## config.mk

```make
export PLATFORM = sky130hd
export DESIGN_NAME = ntm_design
export DESIGN_NICKNAME = d
export VERILOG_FILES = /design/src/rtl/ntm_design.sv
export SDC_FILE = /design/constraint.sdc
export NUM_CORES = 1
export LEC_CHECK = 0
export CAP_MARGIN = 25
export CORE_ASPECT_RATIO = 1.1
export CORE_MARGIN = 1
export CORE_UTILIZATION = 41
export DETAILED_ROUTE_END_ITERATION = 16
export PLACE_DENSITY = 0.77
export SYNTH_ARGS = -nofsm -noshare
export SYNTH_HDL_FRONTEND = slang
export SYNTH_SLANG_ARGS = --single-unit
```

## constraint.sdc

```tcl
create_clock -name clk -period 1.4 [get_ports clk]
set_input_delay 0.28 -clock clk [delete_from_list [all_inputs] [get_ports clk]]
set_output_delay 0.28 -clock clk [all_outputs]
set_load 0.01 [all_outputs]
```

## src/rtl/ntm_design.sv

```systemverilog
// rtl/ntm_design.sv - two-stage pipelined unsigned adder, carry kept in the result MSB
module ntm_design #(
  parameter int DATA_WIDTH = 8
) (
  input  logic                  clk,
  input  logic                  rst,
  input  logic [DATA_WIDTH-1:0] in1,
  input  logic [DATA_WIDTH-1:0] in2,
  output logic [DATA_WIDTH:0]   out
);

  logic [DATA_WIDTH-1:0] a_q, a_d;
  logic [DATA_WIDTH-1:0] b_q, b_d;
  logic [DATA_WIDTH:0]   sum_q, sum_d;

  // Operands are widened before the add so the carry lands in the MSB instead of wrapping.
  always_comb begin
    a_d   = in1;
    b_d   = in2;
    sum_d = {1'b0, a_q} + {1'b0, b_q};
  end

  always_ff @(posedge clk or negedge rst) begin
    if (!rst) begin
      a_q   <= '0;
      b_q   <= '0;
      sum_q <= '0;
    end else begin
      a_q   <= a_d;
      b_q   <= b_d;
      sum_q <= sum_d;
    end
  end

  assign out = sum_q;

endmodule

```

# Yosys cells after proc, flatten, opt, wreduce, memory -nomap -nowiden
# Index checks and enable logic that the tools add are counted.
op_classes:
  add_sub_neg: 1
ops:
  columns: ["operator", "count"]
  rows:
  - ["$add 8x8->9", 1]
totals:
  reg_bits: 25
  in_bits: 18
  output_inout_bits: 9

# Depth between registers and ports, before layout
# Gate-level depths: netlist of run 1.
depth:
  word_depth: 1
  ltp_mapped: 6
  ltp_nobuf: 6

# Worst setup path before layout of run 1
# No wires, ideal clock.
synth_timing:
  path_kind: "flip-flop to flip-flop"
  start: "register a_q[0]"
  end: "register sum_q[8], in the netlist out[8]"
  setup_time_ps: 129
  arrival_ps: 1393
  slack_ps: -122
  path_stages_with_launch: 7
  period_less_slack_ps: 1522
  cell_sequence: "dfrtp_1 ha_1 fa_1 a21oi_1 nor2_1 nor2_1 o21ai_0"
synth_via:
  elab_chain_len: 1
synth_lines:
  columns: ["element", "line_no", "source"]
  rows:
  - ["start: declaration", "12", "logic [DATA_WIDTH-1:0] a_q, a_d;"]
  - ["start signal: assignment", "25", "a_q <= '0;"]
  - ["start signal: assignment", "29", "a_q <= a_d;"]
  - ["$add 8x8->9", "20", "sum_d = {1'b0, a_q} + {1'b0, b_q};"]
  - ["named net sum_d[8]", "14", "logic [DATA_WIDTH:0] sum_q, sum_d;"]
  - ["end signal: assignment", "31", "sum_q <= sum_d;"]
  - ["end: declaration", "14", null]
# The timed path passes the listed nets, and every way through them passes these cells.

# Final worst setup path of run 1
layout_timing:
  start: "register b_q[0]"
  end: "register sum_q[2], in the netlist out[2]"
layout_via:
  elab_chain_len: 1
layout_lines:
  columns: ["element", "line_no", "source"]
  rows:
  - ["start: declaration", "13", "logic [DATA_WIDTH-1:0] b_q, b_d;"]
  - ["start signal: assignment", "26", "b_q <= '0;"]
  - ["start signal: assignment", "30", "b_q <= b_d;"]
  - ["$add 8x8->9", "20", null]
  - ["named net sum_d[2]", "14", null]
# The timed path passes the listed nets, and every way through them passes these cells.

==> flow_metrics.tcl, run 1 <==
set metrics [dict create \
    drt_iter0_drc 5 \
    post-route-period-util 1.110 \
    timing.rr.start "b_q[0]$_DFF_PN0_" \
    critical_path_required_ns 1.60 \
    final_nets 134 \
    yosysSeqAreaShare 0.6588 \
    final_core_util 0.6711 \
    synth-edff-count 0 \
    slew_violations 0 \
    r2r_cells 6 \
    fin_ws_ns -0.1545 \
    hold_viol_final 0 \
    avgRoutedWirePerCell_um 12.20 \
    synthTopCellsByArea "dfrtp_1, ha_1, a21oi_1" \
    syn_nets 94 \
    core_um2 2085 \
    path_clk_slew_ns 0.12 \
    synth_top_area_cell "dfrtp_1" \
    synth_seq_cells 25 \
    grt_pass1_vias 632 \
    detail-route-antenna-nets 0 \
    overflow 0 \
    most-common-layout-cells "dfrtp_1, clkdlybuf4s50_1, dlygate4sd2_1, buf_4, ha_1" \
    layout_commonest_cell "dfrtp_1" \
    min_path_type "in -> async" \
    reg2reg_slack_ns -0.15 \
    drive_gt1_frac 0.2264 \
    first_pass_iters 4 \
    r2r-end "out[2]$_DFF_PN0_" \
    die_x_um 47.89 \
    clock_latency_ns 0.30 \
    max-cap-violations 0 \
    syn_avg_cell_area_um2 14.17 \
    arrival_ns 1.75 \
    dieArea_um2 2513 \
    grt_first_pass_wirelength_mm 2.711 \
    yosys.cell_types.count 21 \
    grt_max_degree 26 \
    fin_skew_ns 0.002806 \
    setup_viol 6 \
    ir_worst_vdd_v 0.0007230 \
    async_flop_share 1.000 \
    start_util 0.4556 \
    fmax_mhz 643.3 \
    h-tree-depth 1 \
    via_count 658 \
    status "finished, violations left" \
    powerDensity_nw_per_um2 1044 \
    drt_wl_total_mm 1.635 \
    cts_buffers 3 \
    p_leak_nw 0.6236 \
    hold_buffers 0 \
    cts-root-buf "clkbuf_4" \
    worst_pin_slew_ns 0.3081 \
    critPathKind "reg -> reg" \
    cts_tree "built" \
    relSlewSlack 0.7942 \
    clk_path_buf_depth 2 \
    cts.sinks 25 \
    finalCriticalPeriod_ns 1.554 \
    violations "negative setup slack" \
    die_y_um 52.48 \
    dp_hpwl_mm 1.235 \
    antenna_found_initial 0 \
    rows 17 \
    rsz0062_at_grt "true" \
    drc_errors 0 \
    ys.flop_type "dfrtp_1" \
    ys.warnings.count 0 \
    synthToLayoutAreaGrowth_pct 47.30 \
    fillCellCount 160 \
    crit_fanout 2 \
    num_io_pins 27 \
    syn-instance-count 67 \
    viasPerCell 4.910 \
    gp_congestion 0.7450 \
    grt_use_total 0.1604 \
    synth_area_um2 949.7 \
    diodes 0 \
    start_kind "flop" \
    fin_cells 134 \
    portBuffers 26 \
    synth_top_cell_area_share 0.6588 \
    cp-end-kind "flop" \
    dpl.cell_count 128 \
]
[layer usage]
layer  vias to the layer above  GRT usage  part of all wire
li1                        319          -                 -
met4                         0    0.08333             0.025
met5                         -          0                 0
met1                       311     0.1919              0.39
met3                         4    0.03448             0.050
met2                        24     0.2613              0.53
[stage by stage]
stage               setup TNS (ns)  setup slack, ns  hold WS, ns  power (mW)  instance area, µm²
global placement           -0.2728         -0.07892       0.4810       1.189                1364
detailed placement         -0.4571          -0.1354       0.4916       1.203                1364
finish                     -0.5768          -0.1545       0.3200       1.460                1399
CTS                        -0.4492          -0.1131       0.3199       1.477                1391
global route               -0.9152          -0.1954       0.3283       1.563                1399
floorplan                 -0.08720         -0.03570     -0.01559      0.9967                1016
[critical path, stage by stage (launching register included)]
cell     delay [ns]
dfrtp_1        0.39
ha_2           0.20
fa_2           0.35
buf_4          0.14
buf_4          0.13
buf_4          0.12
xor2_1         0.13
[flip-flops by register name, summed over array words and instances, names as in the netlist]
| signal | cells |
|---|---|
| b_q | 8 |
| out | 9 |
| a_q | 8 |
[area by class of cell]
cell class	count	area (µm²)	share of cell area
repair buffers	35	316.6	0.2263
flip-flops and latches	25	625.6	0.4472
inverters	3	11.26	0.008050
multi-input cells	39	384.1	0.2746
well taps	28	35.03	0.02504
clock buffers	4	26.28	0.01878
[where the power goes]
part	internal, mW	switching, mW
combinational	0.196	0.154
sequential	0.789	0.0219
clock	0.111	0.188
[logic make-up (layout without fill, tap and decap cells)]
logic type,Yosys count,in the layout,synth area share
AO/OA/AOI/OAI,13,13,0.09485
XOR/XNOR,4,4,0.03690
adder cells (fa/ha/maj),9,9,0.1265
buffers and inverters,3,42,0.01186
flip-flops,25,25,0.6588
multiplexers,1,1,0.01054
AND/OR/NAND/NOR,12,12,0.06061
[worst max path at each step]
stage	from	end	slack, ns	cells past startpoint
after floorplan	a_q[0]$_DFF_PN0_	out[8]$_DFF_PN0_	-0.04	6
after global placement	a_q[0]$_DFF_PN0_	out[8]$_DFF_PN0_	-0.08	6
after detailed placement	a_q[0]$_DFF_PN0_	out[8]$_DFF_PN0_	-0.14	6
after CTS	b_q[0]$_DFF_PN0_	out[6]$_DFF_PN0_	-0.11	6
after global routing	b_q[0]$_DFF_PN0_	out[6]$_DFF_PN0_	-0.20	6
final	b_q[0]$_DFF_PN0_	out[2]$_DFF_PN0_	-0.15	6
[repair_timing]
action / CTS / global route
setup buffers: 1 / 1
pin swaps: 14 / 3
setup endpoints to repair: 14 / 6
gates resized for setup: 10 / 0
hold endpoints to repair: 0 / 0
[cells in the mapped netlist (all sizes together), types with 2 or more instances]
library cell  instances
ha                    8
nor2b                 2
xor2                  2
nand2                 3
a21oi                 5
dfrtp                25
nor2                  2
nand3                 2
xnor2                 2
a311o                 2
nor3                  2
inv                   3
a21o                  2
Note: power is estimated with default switching activity, not from simulation.
==> run 2, diff against run 1 <==
Settings changed: CAP_MARGIN 25 to default.
==> results of run 2 <==
The final DEF is identical to that of run 1; final timing and power are the same.
